===== config.mk =====
export PLATFORM = sky130hd
export DESIGN_NAME = pc_return_stack
export DESIGN_NICKNAME = d
export VERILOG_FILES = /design/src/rtl/pc_return_stack.sv
export SDC_FILE = /design/constraint.sdc
export NUM_CORES = 1
export LEC_CHECK = 0
export BUFFER_PORTS_ARGS = -buffer_cell sky130_fd_sc_hd__buf_4
export CAP_MARGIN = 5
export CORE_ASPECT_RATIO = 1.1
export CORE_MARGIN = 2
export CORE_UTILIZATION = 53
export DETAILED_ROUTE_END_ITERATION = 8
export PLACE_DENSITY = 0.75
export SYNTH_ARGS = -nofsm -noshare
export SYNTH_HDL_FRONTEND = slang
export SYNTH_SLANG_ARGS = --single-unit

===== constraint.sdc =====
create_clock -name clk -period 2.75 [get_ports clk]
set_input_delay 0.275 -clock clk [delete_from_list [all_inputs] [get_ports clk]]
set_output_delay 0.275 -clock clk [all_outputs]
set_load 0.05 [all_outputs]

===== src/rtl/pc_return_stack.sv =====
// pc_return_stack: return-address stack feeding the program counter load path.
// A call pushes the return address. A return pops it onto o_ret_addr and
// pulses o_ret_ld for one cycle, which drives the PC's LD/DIN inputs directly.
// Latency from pop to o_ret_ld is one cycle.
module pc_return_stack #(
    parameter int unsigned AW    = 10,
    parameter int unsigned DEPTH = 8,
    parameter int unsigned CW    = 4
) (
    input  logic          clk,
    input  logic          rst_n,
    input  logic          i_push,
    input  logic [AW-1:0] i_push_addr,
    input  logic          i_pop,
    input  logic          i_clr_err,
    output logic [AW-1:0] o_ret_addr,
    output logic          o_ret_ld,
    output logic [CW-1:0] o_count,
    output logic          o_empty,
    output logic          o_full,
    output logic          o_ovf,
    output logic          o_unf
);

    localparam int unsigned IW = (DEPTH > 1) ? $clog2(DEPTH) : 1;

    // Storage is deliberately left without a reset; entries above the count are don't-care.
    logic [AW-1:0] r_mem [DEPTH];

    logic [CW-1:0] r_count;
    logic [AW-1:0] r_ret_addr;
    logic          r_ret_ld;
    logic          r_ovf;
    logic          r_unf;

    logic          w_empty;
    logic          w_full;
    logic          w_push_only;
    logic          w_pop_only;
    logic          w_swap;
    logic          w_push_ok;
    logic          w_pop_ok;
    logic          w_ovf_set;
    logic          w_unf_set;
    logic [IW-1:0] w_top_idx;
    logic [IW-1:0] w_wr_idx;
    logic          w_wr_en;
    logic [CW-1:0] w_count_nxt;

    // Occupancy status taken straight from the count.
    always_comb begin
        w_empty = (r_count == CW'(0));
        w_full  = (r_count == CW'(DEPTH));
    end

    // Classify this cycle's request. A push+pop on an empty stack acts as a plain push.
    always_comb begin
        w_push_only = i_push & (~i_pop | w_empty);
        w_pop_only  = i_pop & ~i_push;
        w_swap      = i_push & i_pop & ~w_empty;

        w_push_ok   = w_push_only & ~w_full;
        w_ovf_set   = w_push_only & w_full;
        w_pop_ok    = i_pop & ~w_empty;
        w_unf_set   = w_pop_only & w_empty;
    end

    // Write address: next free slot on push, top slot on a tail-call swap.
    always_comb begin
        w_top_idx = IW'(r_count - CW'(1));
        w_wr_en   = w_push_ok | w_swap;
        w_wr_idx  = w_swap ? w_top_idx : IW'(r_count);
    end

    // Next count: a swap leaves it unchanged; saturation comes from the ok qualifiers.
    always_comb begin
        w_count_nxt = r_count;
        if (w_push_ok) begin
            w_count_nxt = r_count + CW'(1);
        end else if (w_pop_ok && !w_swap) begin
            w_count_nxt = r_count - CW'(1);
        end
    end

    // Stack storage write port.
    always_ff @(posedge clk) begin
        if (w_wr_en) begin
            r_mem[w_wr_idx] <= i_push_addr;
        end
    end

    // Count register.
    always_ff @(posedge clk or negedge rst_n) begin
        if (!rst_n) begin
            r_count <= '0;
        end else begin
            r_count <= w_count_nxt;
        end
    end

    // Return address capture plus one-cycle load strobe toward the PC.
    always_ff @(posedge clk or negedge rst_n) begin
        if (!rst_n) begin
            r_ret_addr <= '0;
            r_ret_ld   <= 1'b0;
        end else begin
            r_ret_ld <= w_pop_ok;
            if (w_pop_ok) begin
                r_ret_addr <= r_mem[w_top_idx];
            end
        end
    end

    // Sticky error flags. A new error in the same cycle as a clear wins.
    always_ff @(posedge clk or negedge rst_n) begin
        if (!rst_n) begin
            r_ovf <= 1'b0;
            r_unf <= 1'b0;
        end else begin
            r_ovf <= w_ovf_set | (r_ovf & ~i_clr_err);
            r_unf <= w_unf_set | (r_unf & ~i_clr_err);
        end
    end

    // Output mapping. Empty and full are decoded from the registered count.
    always_comb begin
        o_ret_addr = r_ret_addr;
        o_ret_ld   = r_ret_ld;
        o_count    = r_count;
        o_empty    = w_empty;
        o_full     = w_full;
        o_ovf      = r_ovf;
        o_unf      = r_unf;
    end

endmodule


; Yosys cells after proc, flatten, opt, wreduce, memory -nomap -nowiden
; Memories as Yosys holds them, arrays and structs flattened. A register that Yosys moved wholly into a read port is not among the register bits.
; Cells that the tools add are included.
[word_totals]
in_bits = 15
out_inout_bits = 19
wordCells = 37
register_bits = 7
ram_bits = 80
n_memories = 1
[op_classes]
eq_ne = 1
add_sub_neg = 2
muxes = 5
bitwise_logic = 19
reduce_logical = 5
[mem_list]
columns = name, words, word_bits, rd, rd_clocked_by_memory_dff, write_ports, line
row1 = r_mem, 8, 10, 1, 1, 1, 28  ; logic [AW-1:0] r_mem [DEPTH];
[op_table]
columns = cell, count
row1 = 1-bit AND, 10
row2 = 4-bit 2-to-1 mux, 2
row3 = 1-bit inverter, 5
row4 = "4-bit by 1-bit adder with 4-bit output, second input constant", 1
row5 = "4-bit equality test, second input constant", 1
row6 = 4-bit zero test, 1
row7 = 1-bit OR, 4
row8 = "4-bit by 1-bit subtractor with 4-bit output, second input constant", 1
row9 = 3-bit 2-to-1 mux, 1
row10 = 1-bit zero test, 2
row11 = 1-bit 2-to-1 mux, 2
row12 = 2-bit nonzero test, 1
row13 = 1-bit logical AND, 1

; Logic depth before layout (Yosys ltp)
; Gate-level depths: netlist of the first run.
[logic_depth]
word_depth = 7
depth_mapped = 10

; Worst setup path before layout of the first run
; OpenSTA, ideal clock, no wires.
[synth_timing]
kind = reg2reg
from = register r_count[0] (netlist: o_count[0])
to = memory r_mem[2][0] (enable)
t_required_ps = 2374
t_arrival_ps = 2715
path_stages_with_launch = 10
slack_ps = -341
synth_period_minus_slack_ps = 3091
path_cell_list = dfrtp_1 buf_2 buf_6 buf_6 inv_1 ha_1 or3b_4 clkinv_4 o31a_1 nor2_1
[synth_between]
elab_chain_len = 7
[synth_rtl]
columns = item, line
row1 = "start, declared", 30  ; logic [CW-1:0] r_count;
row2 = "start signal, assigned", 97  ; r_count <= w_count_nxt;
row3 = 4-bit zero test *, 52  ; w_empty = (r_count == CW'(0));
row4 = via o_empty, 19  ; output logic o_empty,
row5 = 1-bit OR, 58  ; w_push_only = i_push & (~i_pop | w_empty);
row6 = 1-bit AND, 58
row7 = 1-bit AND, 62  ; w_push_ok = w_push_only & ~w_full;
row8 = 1-bit OR, 71  ; w_wr_en = w_push_ok | w_swap;
row9 = 1-bit 2-to-1 mux, 87  ; if (w_wr_en) begin
row10 = 1-bit 2-to-1 mux (not written as such), 88  ; r_mem[w_wr_idx] <= i_push_addr;
row11 = "end, declared", 28
; The timed path passes the listed nets; every way through them passes the cells marked *.

; Worst setup path after layout of the first run
[layout_timing]
from = register r_count[0] (netlist: o_count[0])
to = memory r_mem[6][4] (enable)
[layout_between]
elab_chain_len = 7
[layout_rtl]
columns = item, line
row1 = 4-bit zero test, 52
row2 = 1-bit OR, 58
row3 = 1-bit AND, 58
row4 = 1-bit AND, 62
row5 = 1-bit OR, 71
row6 = 1-bit 2-to-1 mux, 87
row7 = 1-bit 2-to-1 mux (not written as such), 88
; Parallel ways exist; a longest one is shown, timed or not.

==> flow_summary.json, run 1 <==
{
  "status": "complete, no violations",
  "cap_violations": 0,
  "synth_flop_cell": "edfxtp_1",
  "clockBufferDepth": 2,
  "clk-insertion-delay-late_ns": 0.36,
  "final_core_util": 0.6277,
  "tightest_slew_ns": 0.8672,
  "synthesis.instances": 274,
  "ys_seq_area_frac": 0.6826,
  "critPathKind": "register to register",
  "grt.overflow.total": 0,
  "antenna_cells": 0,
  "async_flop_share": 0.1753,
  "fillers": 599,
  "p_per_area_nw_per_um2": 1174,
  "power_leakage_nw": 1.742,
  "cp_slowest_stage_delay_ns": 0.51,
  "yosysWarnings": 0,
  "cts_root_buffer": "clkbuf_8",
  "gp_congestion": 0.8144,
  "cts_sinks": 97,
  "synth_seq_cells": 97,
  "syn_to_final_growth_pct": 13.86,
  "fin_nets": 327,
  "core-area_sq_um": 7515,
  "synth-edff-count": 80,
  "syn_avg_cell_area_sq_um": 15.12,
  "die_h_microns": 96.73,
  "die_w_microns": 88.30,
  "multi_input_area_sq_um": 1192,
  "hold_path.class": "input port to register",
  "port_buffers": 33,
  "wl_per_cell_microns": 19.32,
  "setup_viol": 0,
  "setup_slack_ns": 0.3497,
  "post_drt_via_cell_ratio": 5.740,
  "rsz0062_at_grt": "false",
  "drive_gt1_frac": 0.3016,
  "place_ws_ns": 0.3568,
  "ff_latch_area_sq_um": 2829,
  "path_clk_slew_ns": 0.09,
  "dp_hpwl_mm": 5.245,
  "ir_drop_mv": 0.7707,
  "syn_area_sq_um": 4143,
  "grt_pass1_wl_mm": 12.90,
  "routed_wirelength_mm": 8.114,
  "holdWs_ns": 0.1071,
  "antenna_found_initial": 0,
  "first_pass_iters": 4,
  "fin_skew_ns": 0.01037,
  "final-hold-violation-count": 0,
  "start_util": 0.5513,
  "crit_chain": "inv_1, ha_1, or3b_4, clkinv_4, o21ai_2, o31a_1, nor2_2",
  "htreeDepth": 3,
  "critPathArrivalTime_ns": 2.40,
  "crit_slowest_cell": "nor2_2",
  "cp-start-kind": "register",
  "drv_slew": 0,
  "dieArea_sq_um": 8540,
  "relSlewSlack": 0.4207,
  "cts_tree": "yes",
  "critPathRequiredTime_ns": 2.75,
  "synth_nets": 291,
  "dr.first_iter.drc_count": 245,
  "std_cell_rows": 33,
  "grt_pass1_vias": 2347,
  "ant_nets": 0,
  "drc_errors": 0,
  "worstSetupEndpointType": "register",
  "numCtsBuffers": 9,
  "grtUsageTotal": 0.2031,
  "grt_max_degree": 37,
  "cp_max_fo": 10,
  "period_needed_ns": 2.400,
  "route.vias.total": 2411,
  "ios": 34,
  "yosysUniqueCellTypes": 45,
  "max_freq_mhz": 416.6,
  "final.period_utilization": 0.8729
}
==> Yosys cell counts, drive strengths merged (2+ instances only) <==
| library cell | number | area, sq um |
|---|---|---|
| nand4 | 2 | 12.51 |
| buf | 16 | 115.1 |
| o31ai | 11 | 82.58 |
| nor2 | 16 | 62.56 |
| nand2b | 4 | 25.02 |
| dfrtp | 17 | 425.4 |
| nand2 | 17 | 63.81 |
| a21oi | 3 | 18.77 |
| xnor2 | 3 | 33.79 |
| nor2b | 2 | 12.51 |
| o221ai | 2 | 17.52 |
| o21a | 2 | 15.01 |
| o22ai | 11 | 68.82 |
| ha | 2 | 25.02 |
| mux2 | 20 | 225.2 |
| clkbuf | 2 | 7.510 |
| edfxtp | 80 | 2402 |
| a22o | 10 | 87.58 |
| o21ai | 6 | 33.78 |
| inv | 7 | 26.28 |
| mux2i | 23 | 230.2 |
==> per-layer routing <==
metal | share of wire | wire (microns) | global-route usage
met4 | 0.019 | 156 | 0.06061
met5 | 0 | 0 | 0
met1 | 0.45 | 3622 | 0.2904
met3 | 0.056 | 455 | 0.05887
met2 | 0.48 | 3881 | 0.3042
==> registers in the layout, summed over array words and instances (netlist names) <==
signal and flops:
o_count 4, o_ret_addr 10, o_ovf 1, r_mem 80
o_ret_ld 1, o_unf 1
==> power by group <==
part	switching, mW	total [mW]	leakage (nW)	internal (mW)
sequential	0.0970	2.01	0.933	1.91
combinational	1.65	2.58	0.713	0.933
clock	0.493	0.945	0.0966	0.452
total	2.24	5.54	1.74	3.30
==> stage by stage <==
stage	area [sq um]	TNS, ns	cells	power, mW
6_report	4717	0	420	5.537
5_1_grt	4717	0	420	5.807
4_1_cts	4717	0	420	5.556
3_5_place_dp	4503	0	403	4.616
3_3_place_gp	4503	0	403	4.589
2_1_floorplan	4179	-4.471	274	3.993
==> worst paths after layout <==
check / start / to / slack, ns / cells after the start
hold / removal: i_clr_err / o_ovf$_DFF_PN0_ / 0.11 / 2
min in group asynchronous: rst_n / o_ret_addr[8]$_DFFE_PN0P_ / 0.33 / 2
setup reg to reg: o_count[0]$_DFFE_PN0P_ / r_mem[6][4]$_DFFE_PP_ / 0.35 / 7
max in group asynchronous: rst_n / o_count[0]$_DFFE_PN0P_ / 2.17 / 2
hold reg to reg: o_ret_addr[9]$_DFFE_PN0P_ / o_ret_addr[9]$_DFFE_PN0P_ / 0.49 / 2
setup / recovery: o_count[0]$_DFFE_PN0P_ / r_mem[6][4]$_DFFE_PP_ / 0.35 / 7
==> cells in the final DEF, fill, tap and decap left out, types with 2 or more instances in the layout <==
cell        instances
nor2b_1             2
nand4_1             2
ha_1                2
o21a_1              2
edfxtp_1           80
dfrtp_1            16
inv_6               2
inv_1               7
nor2_1              7
o21ai_0             5
nand2_1            17
nor2_4              2
mux2_2             20
o31ai_1            10
mux2i_1            23
nand2b_1            4
a22o_1             10
clkbuf_8           10
o22ai_1            11
o221ai_1            2
clkinvlp_4          2
buf_4              42
nor2_2              7
xnor2_1             2
a21oi_1             2
==> critical path: cells and delay by family (launching register included) <==
| kind | cells | cell delay [ns] |
|---|---|---|
| simple gates | 2 | 0.96 |
| compound gates | 2 | 0.24 |
| fa+ha+maj | 1 | 0.24 |
| buf+inv | 2 | 0.20 |
| flops | 1 | 0.41 |
==> kinds of logic (layout without fill, tap and decap cells) <==
family                   after synthesis  in the layout  share of synthesized area
multiplexers                          43             43                     0.1099
XOR/XNOR                               4              4                    0.01027
adder cells (fa/ha/maj)                2              2                   0.006040
AND/OR/NAND/NOR                       49             49                    0.05738
flip-flops                            97             97                     0.6826
AO/OA/AOI/OAI                         53             53                    0.09574
buffers and inverters                 26             67                    0.03806
==> final cells by class <==
class                   instances  share of cell area
clock buffers                  11             0.02997
clock inverters                 5             0.01326
inverters                       8            0.007427
multi-input cells             151              0.2528
flip-flops and latches         97              0.5997
well taps                     105             0.02785
repair buffers                 43             0.06897
==> timing repair <==
action | CTS | global route
gates resized for setup | 0 | 0
setup buffers | 0 | 0
hold buffers | 1 | 0
endpoints found under the hold margin | 17 | 0
No activity file was read; power rests on OpenSTA's default activity.
==> inputs of run 2 (changes only) <==
REMOVE_ABC_BUFFERS = 1   (was unset)
==> run 2 against run 1 <==
Net effect: clock power is 1% lower; power shrank 1.6%; sequential share of layout area is 0.48 points higher; hold slack better by 0.0027 ns; first-iteration DRC count is 5.3% lower; clock skew up 0.0044 ns; register-to-register slack got worse by 0.18 ns; critical endpoint is now r_mem[7][5]$_DFFE_PP_; setup slack lost 0.18 ns.
==> flow_summary.json, run 2 (synthesis gave the netlist of run 1 again) <==
{
  "status": "complete, no violations",
  "drc_errors": 0,
  "ir_drop_mv": 0.4852,
  "drv_slew": 0,
  "finalInstanceArea_sq_um": 4679,
  "post_drt_via_cell_ratio": 5.664,
  "use_met3": 0.03072,
  "cap_violations": 0,
  "busiest_layer": "met2",
  "die_w_microns": 88.30,
  "fillers": 581,
  "clockBufferDepth": 2,
  "numCtsBuffers": 9,
  "cts_root_buffer": "clkbuf_8",
  "p_per_area_nw_per_um2": 1165,
  "grt_max_degree": 29,
  "power_leakage_nw": 1.741,
  "grt_util_met1": 0.2858,
  "antenna_found_initial": 0,
  "die_h_microns": 96.73,
  "grt_pass1_wl_mm": 12.16,
  "max_freq_mhz": 388.2,
  "dr.first_iter.drc_count": 232,
  "largest_reg_flops": 80,
  "ios": 34,
  "cp_max_fo": 10,
  "std_cell_rows": 33,
  "power.total_mw": 5.450,
  "gp_congestion": 0.8179,
  "cts_tree": "yes",
  "core-area_sq_um": 7515,
  "critPathArrivalTime_ns": 2.55,
  "dieArea_sq_um": 8540,
  "period_needed_ns": 2.576,
  "fin_nets": 327,
  "setup_slack_ns": 0.1743,
  "critPathRequiredTime_ns": 2.73,
  "r2r-end": "r_mem[7][5]$_DFFE_PP_",
  "fin_skew_ns": 0.01481,
  "crit_slowest_cell": "nor2_1",
  "wl_per_cell_microns": 18.54,
  "grtUsageTotal": 0.1918,
  "grt.overflow.total": 0,
  "ff2ff_path_depth": 7,
  "grt_pass1_vias": 2278,
  "cp-start-kind": "register",
  "ant_nets": 0,
  "min_delay_path_depth": 2,
  "final_common_cell": "edfxtp_1",
  "grt_use_met2": 0.2892,
  "hold_path.class": "input port to register",
  "rsz0062_at_grt": "false",
  "final-hold-violation-count": 0,
  "ctsResizeCount": 0,
  "regMostFlops": "r_mem",
  "syn_to_final_growth_pct": 12.96,
  "reg2reg_from": "o_count[0]$_DFFE_PN0P_",
  "htreeDepth": 3,
  "cpLargestDelayFamily": "simple AND/OR/NAND/NOR gates",
  "route.vias.total": 2379,
  "drive_gt1_frac": 0.2730,
  "path_clk_slew_ns": 0.10,
  "dpl_cell_area_sq_um": 4468,
  "cts_sinks": 97,
  "crit_buf_inv": 2,
  "cp_slowest_stage_delay_ns": 0.75,
  "routed_wirelength_mm": 7.788,
  "tightest_slew_ns": 0.9942,
  "final.period_utilization": 0.9366,
  "r2r_slack_ns": 0.17,
  "start_util": 0.5513,
  "port_buffers": 33,
  "crit_chain": "inv_1, ha_1, or3b_4, clkinv_4, o21ai_2, o31a_1, nor2_1",
  "worstHoldEndpoint": "o_ovf$_DFF_PN0_",
  "critPathKind": "register to register",
  "dp_hpwl_mm": 5.208,
  "clk-insertion-delay-late_ns": 0.36,
  "relSlewSlack": 0.3347,
  "layout_common_cells": "edfxtp_1 (80), buf_4 (42), mux2i_1 (23)",
  "hold_start": "i_clr_err",
  "place_ws_ns": 0.1247,
  "setup_viol": 0,
  "crit_start": "o_count[0]$_DFFE_PN0P_",
  "worstSetupEndpointType": "register",
  "first_pass_iters": 4,
  "antenna_cells": 0
}
## run 2: cell count changes in the layout (fill, tap and decap cells not counted), sizes merged
cell    previous run  this run
clkbuf            11        10
inv                9        10
## run 2: where the power goes
part	switching (mW)	leakage [nW]	total (mW)	internal, mW
Clock	0.498	0.0954	0.932	0.434
Combinational	1.59	0.712	2.51	0.919
Sequential	0.0919	0.933	2.01	1.91
Total	2.18	1.74	5.45	3.27
## run 2: worst max path at each step
stage	slack [ns]	endpoint	cells past startpoint
6_report	0.17	r_mem[7][5]$_DFFE_PP_	7
5_1_grt	0.03	r_mem[7][6]$_DFFE_PP_	7
4_1_cts	0.11	r_mem[7][6]$_DFFE_PP_	7
3_5_place_dp	0.12	r_mem[7][3]$_DFFE_PP_	7
3_3_place_gp	0.27	r_mem[4][3]$_DFFE_PP_	6
2_1_floorplan	-1.34	r_mem[2][0]$_DFFE_PP_	6
## run 2: cell type report
class                      count  area (sq um)  area share
clock inverter                 6         73.82     0.01578
timing repair buffer          43         325.3     0.06952
inverter                       8         35.03    0.007487
clock buffer                  10         127.6     0.02727
multi-input combinational    151          1157      0.2473
tap                          105         131.4     0.02807
sequential                    97          2829      0.6045
## run 2: timing repair
| action | CTS | global route |
|---|---|---|
| endpoints found under the hold margin | 17 | 0 |
| setup buffers | 0 | 0 |
| hold buffers | 1 | 0 |
## run 2: metrics by stage
stage	hold slack [ns]	TNS, ns	util	instances
floorplan	-0.02059	-115.87	-	256
CTS	0.1028	0	0.6227	420
global placement	0.1705	0	0.5946	403
detailed placement	0.1746	0	0.5946	403
finish	0.1098	0	0.6227	420
global route	0.09895	0	0.6227	420
## run 2: per-layer routing
metal	part of all wire	vias up
met5	0	-
met4	0.013	0
li1	-	1114
met2	0.49	65
met1	0.45	1190
met3	0.045	10
